## config.mk

```make
export PLATFORM = sky130hd
export DESIGN_NAME = phase_comp
export DESIGN_NICKNAME = d
export VERILOG_FILES = /design/src/rtl/phase_comp.sv
export SDC_FILE = /design/constraint.sdc
export NUM_CORES = 1
export LEC_CHECK = 0
export CAP_MARGIN = 5
export CORE_ASPECT_RATIO = 0.8
export CORE_MARGIN = 1.5
export CORE_UTILIZATION = 62
export DETAILED_ROUTE_END_ITERATION = 10
export PLACE_DENSITY = 0.86
export SYNTH_ARGS = -nofsm -noshare
export SYNTH_HDL_FRONTEND = slang
export SYNTH_SLANG_ARGS = --single-unit
export TNS_END_PERCENT = 5
```

## constraint.sdc

```tcl
create_clock -name clk -period 3.7 [get_ports clk]
set_input_delay 0.925 -clock clk [delete_from_list [all_inputs] [get_ports clk]]
set_output_delay 0.925 -clock clk [all_outputs]
set_load 0.02 [all_outputs]
```

## src/rtl/phase_comp.sv

```systemverilog
`timescale 1ns/1ps
// Oversampled-PFB phase correction: ping-pong frame buffer whose read side circularly
// rotates each frame by (frame_index*DEC_FAC) mod FFT_LEN before handing it to the FFT.
module phase_comp #(
  parameter int WIDTH   = 16,
  parameter int FFT_LEN = 32,
  parameter int DEC_FAC = 24
) (
  input  logic                       clk,
  input  logic                       rst,
  input  logic                       en,
  input  logic                       vin,
  input  logic signed [WIDTH-1:0]    din,
  output logic                       vout,
  output logic signed [WIDTH-1:0]    dout,
  output logic                       sof,
  output logic [$clog2(FFT_LEN)-1:0] shift
);

  localparam int AW = $clog2(FFT_LEN);

  typedef enum logic {IDLE, READ} state_t;

  logic signed [WIDTH-1:0] mem [2*FFT_LEN];

  logic [AW-1:0] wr_ctr;
  logic          wr_bank;
  logic          wr_fire;
  logic          wr_last;
  logic [1:0]    full;
  logic [1:0]    full_set;
  logic [1:0]    full_clr;

  state_t        state, state_nxt;
  logic [AW-1:0] rd_ctr, rd_ctr_nxt;
  logic [AW-1:0] rd_shift, rd_shift_nxt;
  logic [AW-1:0] rot_acc, rot_acc_nxt;
  logic          rd_bank, rd_bank_nxt;

  logic [AW-1:0] addr_p0;
  logic          rd_p0;
  logic          first_p0;

  logic                    vld_p1;
  logic                    sof_p1;
  logic signed [WIDTH-1:0] dout_p1;
  logic [AW-1:0]           shift_p1;

  function automatic logic [AW-1:0] next_rot(input logic [AW-1:0] acc);
    logic [AW:0] sum;
    sum = {1'b0, acc} + (AW+1)'(DEC_FAC);
    if (sum >= (AW+1)'(FFT_LEN))
      sum = sum - (AW+1)'(FFT_LEN);
    return sum[AW-1:0];
  endfunction

  // ---- write side ----
  assign wr_fire  = en && vin;
  assign wr_last  = wr_fire && (wr_ctr == AW'(FFT_LEN-1));
  assign full_set = wr_last ? (2'b01 << wr_bank) : 2'b00;

  always_ff @(posedge clk or negedge rst) begin
    if (!rst) begin
      wr_ctr  <= '0;
      wr_bank <= 1'b0;
    end else if (wr_fire) begin
      wr_ctr <= wr_ctr + 1'b1;
      if (wr_last)
        wr_bank <= ~wr_bank;
    end
  end

  always_ff @(posedge clk) begin
    if (wr_fire)
      mem[{wr_bank, wr_ctr}] <= din;
  end

  // ---- read FSM / address stage p0 ----
  always_comb begin
    state_nxt    = state;
    rd_ctr_nxt   = rd_ctr;
    rd_bank_nxt  = rd_bank;
    rd_shift_nxt = rd_shift;
    rot_acc_nxt  = rot_acc;
    full_clr     = 2'b00;
    rd_p0        = 1'b0;
    first_p0     = 1'b0;
    addr_p0      = rd_ctr + rd_shift;
    case (state)
      IDLE: begin
        if (full[rd_bank]) begin
          state_nxt    = READ;
          rd_ctr_nxt   = '0;
          rd_shift_nxt = rot_acc;
          rot_acc_nxt  = next_rot(rot_acc);
        end
      end
      READ: begin
        rd_p0      = 1'b1;
        first_p0   = (rd_ctr == '0);
        rd_ctr_nxt = rd_ctr + 1'b1;
        if (rd_ctr == AW'(FFT_LEN-1)) begin
          full_clr[rd_bank] = 1'b1;
          rd_bank_nxt       = ~rd_bank;
          // Chain straight into the other bank when it is ready so frames stay contiguous.
          if (full[~rd_bank]) begin
            rd_ctr_nxt   = '0;
            rd_shift_nxt = rot_acc;
            rot_acc_nxt  = next_rot(rot_acc);
          end else begin
            state_nxt = IDLE;
          end
        end
      end
      default: state_nxt = IDLE;
    endcase
  end

  always_ff @(posedge clk or negedge rst) begin
    if (!rst) begin
      state    <= IDLE;
      rd_ctr   <= '0;
      rd_bank  <= 1'b0;
      rd_shift <= '0;
      rot_acc  <= '0;
      full     <= 2'b00;
    end else if (en) begin
      state    <= state_nxt;
      rd_ctr   <= rd_ctr_nxt;
      rd_bank  <= rd_bank_nxt;
      rd_shift <= rd_shift_nxt;
      rot_acc  <= rot_acc_nxt;
      full     <= (full | full_set) & ~full_clr;
    end
  end

  // ---- RAM read / output register stage p1 ----
  always_ff @(posedge clk or negedge rst) begin
    if (!rst) begin
      vld_p1   <= 1'b0;
      sof_p1   <= 1'b0;
      dout_p1  <= '0;
      shift_p1 <= '0;
    end else if (en) begin
      vld_p1 <= rd_p0;
      sof_p1 <= first_p0;
      if (rd_p0)
        dout_p1 <= mem[{rd_bank, addr_p0}];
      if (first_p0)
        shift_p1 <= rd_shift;
    end
  end

  assign vout  = vld_p1;
  assign sof   = sof_p1;
  assign dout  = dout_p1;
  assign shift = shift_p1;

endmodule

```

* Word-level counts from Yosys, hierarchy flattened
Memories as Yosys holds them, arrays and structs flattened. A register that Yosys moved wholly into a read port is not among the register bits.
Cells that the tools add are included.
W data, S select, Z words.
** Word-level totals
- Memories :: 1
- Bits in registers :: 32
- ROM bits :: 0
- Output and inout bits :: 23
- Memory bits (writable) :: 1024
- Latch bits :: 0
** Cells by class
- $lt $le $gt $ge :: 4
- Multiplexer cells :: 30
- Reduce and logical (&&, ||, !) cells :: 11
- Multiply operators :: 0
- Bitwise gates (word level) :: 6
- Equal/unequal tests :: 5
- Divide/modulo/power cells :: 0
- Shift-type cells :: 1
- Add/sub/neg operators :: 5
** Memory list
- mem :: depth 64, bits a word 16, read ports 1, clocked after Yosys merged registers in 1, wr ports 1, RTL line 24 : logic signed [WIDTH-1:0] mem [2*FFT_LEN];
** Operator list (number)
- $mux W5 :: 10
- $pmux W5 S2 :: 3
- $mux W1 :: 12
- $add A5 B1 Y5 const B :: 2
- $eq A5 B5 Y1 const B :: 2
- $reduce_and A2 Y1 :: 4
- $add A5 B5 Y6 const B :: 1
- $ge A6 B6 Y1 const B :: 1
- $mux W2 :: 3
- $add A5 B5 Y5 :: 1
- $logic_not A5 Y1 :: 1
- $sub A5 B1 Y5 const B :: 1
- $lt A1 B2 Y1 const B :: 2
- $ne A2 B1 Y1 const B :: 2
- $reduce_and A4 Y1 :: 1
- $logic_and A1 B1 Y1 :: 3
- $not A1 Y1 :: 3
- $reduce_and A3 Y1 :: 1
- $and A2 B2 Y2 :: 1
- $ne A2 B2 Y1 const B :: 1
- $not A2 Y2 :: 1
- $or A2 B2 Y2 :: 1
- $pmux W1 S2 :: 1
- $shl A1 B1 Y2 const A :: 1
- other kinds (3) :: 3

* Logic depth before layout (Yosys ltp)
Gate-level depths: netlist of the first run.
- Depth after elaboration :: 8
- Depth in mapped cells :: 8
- Mapped depth without buffers :: 8

* Least setup slack after synthesis of the first run
OpenSTA, ideal clock, no wires.
- Path kind :: input port to flip-flop
- Start point :: input port en
- End point :: memory mem[32][0] (enable)
- Library setup time :: 409 ps
- Required time :: 3291 ps
- Slack :: 459 ps
- Buffers on the path :: 1
- Cell stages on the path :: 5
- Data arrival time :: 2832 ps
- Path through :: clkbuf_1 > nand2_1 > nor2_1 > nand2_1 > nor3_1
** On the way
- Cells in the longest elaborated chain, start to end :: 3
** Ends and longest elaborated chain
- from (decl) :: RTL line 11 : input logic en,
- $logic_and A1 B1 Y1 :: RTL line 58 : assign wr_fire = en && vin;
- $mux W1 :: RTL line 74 : if (wr_fire)
- $mux W1 (not written as such) :: RTL line 75 : mem[{wr_bank, wr_ctr}] <= din;
- to (decl) :: RTL line 24
Every way passes these cells.

* Final worst setup path of the first run
- Start point :: register rd_ctr[3]
- End point :: register dout_p1[0] (netlist: dout[0]) (read register of mem)
** On the way
- Cells in the longest elaborated chain, start to end :: 1
** Ends and longest elaborated chain
- from (decl) :: RTL line 35 : logic [AW-1:0] rd_ctr, rd_ctr_nxt;
- from (signal assigned) :: RTL line 129 : rd_ctr <= rd_ctr_nxt;
- $add A5 B5 Y5 :: RTL line 88 : addr_p0 = rd_ctr + rd_shift;
- to (decl) :: RTL line 46 : logic signed [WIDTH-1:0] dout_p1;
Every way passes these cells.
A chain may end at the register's enable or synchronous reset.

==> results.json, run 1 <==
{
  "status": "complete, no violations",
  "hold_path.class": "input pin to asynchronous set/reset pin",
  "clock_skew_ps": 36.3,
  "powerDensity_nw_per_um2": 568,
  "grt.total_usage": 0.312,
  "synth_commonest_cells": "edfxtp_1 (1,024), mux4_2 (256), mux2i_1 (209)",
  "setup_viol": 0,
  "fill_cells": 3566,
  "setup.worst_path.start_class": "flip-flop",
  "cp_top_family": "multiplexers",
  "ys_ff_latch": 1063,
  "yosysMostFrequentCell": "edfxtp_1",
  "drc": 0,
  "timing.fmax_mhz": 332,
  "p_total_mw": 26.3,
  "async_flop_share": 0.0367,
  "grt_pass1_wl_um": 151000,
  "rsz0062_at_grt": "false",
  "maxSlewViolCount": 0,
  "fin_crit_sh": 0.815,
  "cts_buffer_depth": 3,
  "die_y_um": 235,
  "synth_cells": 1839,
  "clk_latency_ps": 680,
  "synth-edff-count": 1024,
  "synth_top_flop_cell": "edfxtp_1",
  "clock-sinks": 1063,
  "gp_congestion": 0.919,
  "critPathKind": "flip-flop to flip-flop",
  "synth-xor-area-share": 0.00205,
  "cts.clk_slew.worst_paths_ps": 80,
  "path_common_cell": "mux2i_1",
  "globalRouteOverflowTotal": 0,
  "worstPathRequired_ps": 4270,
  "cap_violations": 0,
  "critPathMaxFanout": 55,
  "vias": 20900,
  "tritoncts": "built",
  "hold_viol": 0,
  "routed_wl_um": 105000,
  "grtUsageMet3": 0.0872,
  "synth_top_area_frac": 0.739,
  "synth-simple-area-share": 0.0136,
  "ant_nets": 0,
  "ys_types": 42,
  "post_cts_buffers": 0,
  "max_stage_delay_ps": 610,
  "synth_compound_area_frac": 0.00978,
  "gr-usage-met2": 0.490,
  "synth_top_family_by_area": "multiplexers",
  "die_width_um": 293,
  "syn_to_final_growth_pct": 11.3,
  "cts_resized": 0,
  "hold_buffers": 0,
  "h-tree-depth": 3,
  "core_area_sq_um": 66000,
  "worstMarginPinSlew_ps": 951,
  "cp-end-kind": "flip-flop",
  "routed_via_density": 7.14,
  "wl_per_cell_um": 35.9,
  "p_leak_nw": 15.1,
  "grt_busiest_layer": "met2",
  "dp_hpwl_um": 58300,
  "dpl_worst_slack_ps": 335,
  "firstDrtPassIters": 6,
  "grt_max_degree": 65,
  "ys_seq_area_frac": 0.763,
  "crit_arrival_ps": 3580,
  "vdd_drop_max_mv": 0.533,
  "cts-root-buf": "clkbuf_16",
  "initial_core_util": 0.630,
  "io_pins": 43,
  "post-route-min-period_ps": 3020,
  "synth_mux_area_frac": 0.191,
  "syn_area_per_cell_sq_um": 22.6,
  "use_met1": 0.435,
  "path_buf_inv": 1,
  "yosys.area.top_type": "edfxtp_1",
  "drive_above_1_share": 0.265,
  "antenna_found_initial": 8,
  "grt_pass1_vias": 21200,
  "cts_buffers": 93,
  "dieArea_sq_um": 68700,
  "num_rows": 84,
  "final_nets": 2018,
  "yosys_warnings": 0,
  "crit_chain": "ha_1 > xnor3_4 > buf_12 > mux2i_1 > mux2i_1 > mux2i_1 > a221oi_2",
  "io_buffers": 39,
  "yosys.area_share.adder": 0.00181,
  "cp_slowest_cell": "mux2i_1",
  "setup_ws_ps": 684,
  "drtIter0Drc": 3668,
  "syn_area_sq_um": 41600,
  "synth_area_leaders": "edfxtp_1 (74%), mux4_2 (14%), mux2i_1 (5.0%)",
  "hold_ws_ps": 401,
  "fin_setup_tns_ps": 0,
  "maxSlewHeadroom": 0.366
}
[sequential cells by signal (all words and copies together), names as in the netlist]
name,flops
state,1
rot_acc,2
vout,1
sof,1
mem,1024
rd_bank,1
dout,16
wr_bank,1
full,2
shift,2
rd_shift,2
wr_ctr,5
rd_ctr,5
[path summary, 6_finish.rpt]
path	depth (start not counted)	end	slack [ps]	from
max reg2reg	7	dout[0]	680	rd_ctr[3]
min in group clk	1	rot_acc[3]	510	rot_acc[3]
max in group asynchronous	1	rd_bank	2600	rst
min	1	dout[0]	400	rst
max	7	dout[0]	680	rd_ctr[3]
min reg2reg	1	rot_acc[3]	510	rot_acc[3]
[cell families (layout without fill, tap and decap cells)]
group / Yosys count / count (layout)
xor gates and xnor gates: 8 / 8
muxes: 473 / 473
AOI/OAI and AO/OA: 49 / 49
adders and majority gates: 6 / 6
buffers and inverters: 109 / 328
and+or+nand+nor: 130 / 130
other: 1 / 7
DFF: 1063 / 1063
[final cells by class]
cell class / instances / area, sq um / share of cell area
clock inverters: 46 / 368 / 0.00795
repair buffers: 160 / 1490 / 0.0322
clock buffers: 117 / 2480 / 0.0536
inverters: 5 / 18.8 / 0.000406
multi-input cells: 669 / 9100 / 0.197
flip-flops and latches: 1063 / 31700 / 0.686
diodes: 4 / 10.0 / 0.000216
well taps: 860 / 1080 / 0.0232
[stage by stage]
step	instances	cell area [sq um]	util
final	2924	46300	0.701
after CTS	2920	46300	0.701
after detailed placement	2757	43400	0.658
after global routing	2921	46300	0.701
after global placement	2757	43400	0.658
after floorplan	1841	41600	-
[power breakdown]
group          internal [mW]  switching, mW
sequential              13.5          0.300
clock                   5.09           4.33
combinational           1.12           1.95
[cells in the final DEF, fill, tap and decap left out, drive strengths merged, types with 3 or more instances in the layout]
cell / synthesis / final
a221oi: 16 / 16
and3: 4 / 4
buf: 83 / 138
bufinv: 0 / 5
clkbuf: 21 / 117
clkdlybuf4s50: 0 / 22
clkinv: 0 / 33
clkinvlp: 0 / 4
conb: 1 / 3
dfrtp: 39 / 39
diode: 0 / 4
edfxtp: 1024 / 1024
ha: 6 / 6
inv: 5 / 9
mux2: 8 / 8
mux2i: 209 / 209
mux4: 256 / 256
nand2: 16 / 16
nand2b: 4 / 4
nand3: 6 / 6
nand3b: 3 / 3
nor2: 82 / 82
nor2b: 5 / 5
nor3: 3 / 3
o21ai: 8 / 8
o22ai: 18 / 18
xnor2: 5 / 5
[layer usage]
metal | part of all wire | vias to the layer above
met5 | 0.00072 | -
met4 | 0.038 | 12
li1 | - | 7985
met2 | 0.48 | 1840
met3 | 0.14 | 319
met1 | 0.35 | 10700
Note: power is estimated with default switching activity, not from simulation.
==> run 2: changes to the inputs <==
Clock period 3.7 ns to 3.09 ns, I/O delays scaled along.
==> run 2 against run 1 <==
- die area unchanged
- count of clock-buffer cells in the layout increased by 4
- setup slack got worse by 610 ps
- critical path depth increased by 1
- final cell count increased by 0.89%
- non-clock buffer count increased by 16
- largest cell class unchanged
- largest power group unchanged
- clock power increased by 27%
- critical path type unchanged
- fmax increased by 0.13%
==> results.json, run 2 (synthesis results as in run 1) <==
{
  "grt_pass1_wl_um": 151000,
  "gp_congestion": 0.935,
  "worstRegToRegCells": 8,
  "cts-root-buf": "clkbuf_16",
  "vias": 20900,
  "vdd_drop_max_mv": 0.564,
  "wl_met2_um": 49100,
  "cts_buffer_depth": 3,
  "dp_hpwl_um": 58700,
  "hold_viol": 0,
  "dieArea_sq_um": 68700,
  "timing.fmax_mhz": 332,
  "hold_path.class": "input pin to asynchronous set/reset pin",
  "routed_via_density": 7.08,
  "cap_violations": 0,
  "die_width_um": 293,
  "routed_wl_um": 104000,
  "critPathMaxFanout": 21,
  "path_common_cell": "mux2i_1",
  "drtIter0Drc": 3430,
  "multiInputGateArea_sq_um": 9100,
  "post-route-min-period_ps": 3010,
  "critPathKind": "flip-flop to flip-flop",
  "maxSlewHeadroom": 0.340,
  "core_area_sq_um": 66000,
  "initial_core_util": 0.630,
  "largest_register": "mem",
  "ant_nets": 0,
  "cts.clk_slew.worst_paths_ps": 70,
  "status": "complete, no violations",
  "met1_length_um": 36200,
  "fin_crit_sh": 0.975,
  "largest_reg_flops": 1024,
  "grt.total_usage": 0.310,
  "cts_buffers": 94,
  "post_cts_buffers": 0,
  "io_buffers": 39,
  "instances_no_fill": 2950,
  "crit_arrival_ps": 3510,
  "grt_pass1_vias": 21200,
  "final_nets": 2035,
  "rsz0062_at_grt": "false",
  "firstDrtPassIters": 5,
  "dp_cells": 2773,
  "timing.rr.start": "rd_ctr[3]",
  "setup.worst_path.start_class": "flip-flop",
  "layout_common_cells": "edfxtp_1 (1,024), mux4_2 (256), mux2i_1 (209)",
  "final_common_cell": "edfxtp_1",
  "drc": 0,
  "maxSlewViolCount": 0,
  "clock_skew_ps": 40.3,
  "cp-end-kind": "flip-flop",
  "globalRouteOverflowTotal": 0,
  "num_rows": 84,
  "grt_max_degree": 65,
  "utilization": 0.709,
  "syn_to_final_growth_pct": 12.5,
  "setup_viol": 0,
  "fill_cells": 3469,
  "cp_slowest_cell": "dfrtp_1",
  "seq_area_sq_um": 31700,
  "drive_above_1_share": 0.275,
  "cp_top_family": "multiplexers",
  "antenna_found_initial": 4,
  "path_buf_inv": 2,
  "p_leak_nw": 15.4,
  "top_layer": "met5",
  "worstMarginPinSlew_ps": 990,
  "met3WireLength_um": 13800,
  "worstPathRequired_ps": 3580,
  "wl_per_cell_um": 35.4,
  "r2r-end": "dout[10]",
  "tritoncts": "built",
  "clk_latency_ps": 680,
  "r2r_slack_ps": 80,
  "die_y_um": 235,
  "max_stage_delay_ps": 460,
  "h-tree-depth": 3,
  "io_pins": 43,
  "powerDensity_nw_per_um2": 689,
  "clock-sinks": 1063,
  "crit_chain": "ha_1 > xnor3_4 > buf_12 > buf_4 > mux2i_1 > mux2i_1 > o22ai_1 > a221oi_2"
}
[run 2: cell types whose count changed in the layout (fill, tap and decap cells not counted)]
cell and delta:
clkinv_2 +5, bufinv_16 +5, inv_6 -2, clkbuf_16 +3, clkinv_1 -1, clkinv_8 +2
clkinv_16 +1, diode_2 -1, clkinvlp_4 -3, clkbuf_8 +1, buf_12 +9, buf_6 +1
buf_4 +6
[run 2: per-layer routing]
metal	vias to the layer above	global-route usage
met5	-	0
met4	2	0.135
met3	330	0.0725
met2	1869	0.476
met1	10700	0.436
li1	8035	-
[run 2: layout make-up]
type / count / area share
multi-input cells: 669 / 0.195
well taps: 860 / 0.0230
clock buffers: 121 / 0.0549
inverters: 5 / 0.000401
clock inverters: 53 / 0.0120
diodes: 3 / 0.000160
repair buffers: 176 / 0.0369
flip-flops and latches: 1063 / 0.678
[run 2: power breakdown]
group / switching (mW) / total (mW) / internal [mW] / leakage, nW
sequential: 0.327 / 16.5 / 16.2 / 9.72
combinational: 2.41 / 3.81 / 1.40 / 4.09
clock: 5.23 / 12.0 / 6.74 / 1.54
total: 7.96 / 32.3 / 24.3 / 15.4
[run 2: how the worst max path moves through the flow]
| stage | startpoint | end | slack [ps] | depth (start not counted) |
|---|---|---|---|---|
| after floorplan | en | mem[32][0] | 1 | 5 |
| after global placement | vin | mem[30][9] | 80 | 6 |
| after detailed placement | en | mem[30][9] | -2 | 6 |
| after CTS | rd_ctr[0] | dout[0] | 120 | 6 |
| after global routing | rd_ctr[0] | dout[15] | 50 | 7 |
| final | rd_ctr[3] | dout[10] | 80 | 8 |
[run 2: metrics by stage]
step                area, sq um  TNS [ps]  worst slack (ps)  hold WS, ps  total power [mW]
global route              46800         0              51.0          300              32.9
CTS                       46800         0               124          233              32.2
detailed placement        43700     -21.6             -2.19          487              20.3
floorplan                 41600         0              1.35          436              18.9
finish                    46800         0              78.0          238              32.3
global placement          43700         0              82.9          449              20.1
[run 2: repair_timing]
action,CTS,global route
endpoints found under the setup margin,0,1
gates resized for setup,0,1
hold buffers,0,0
[run 2: worst register-to-register path: stages, from the launching register on]
cell	delay, ps
dfrtp_1	460
ha_1	240
xnor3_4	340
buf_12	260
buf_4	310
mux2i_1	440
mux2i_1	230
o22ai_1	410
a221oi_2	160
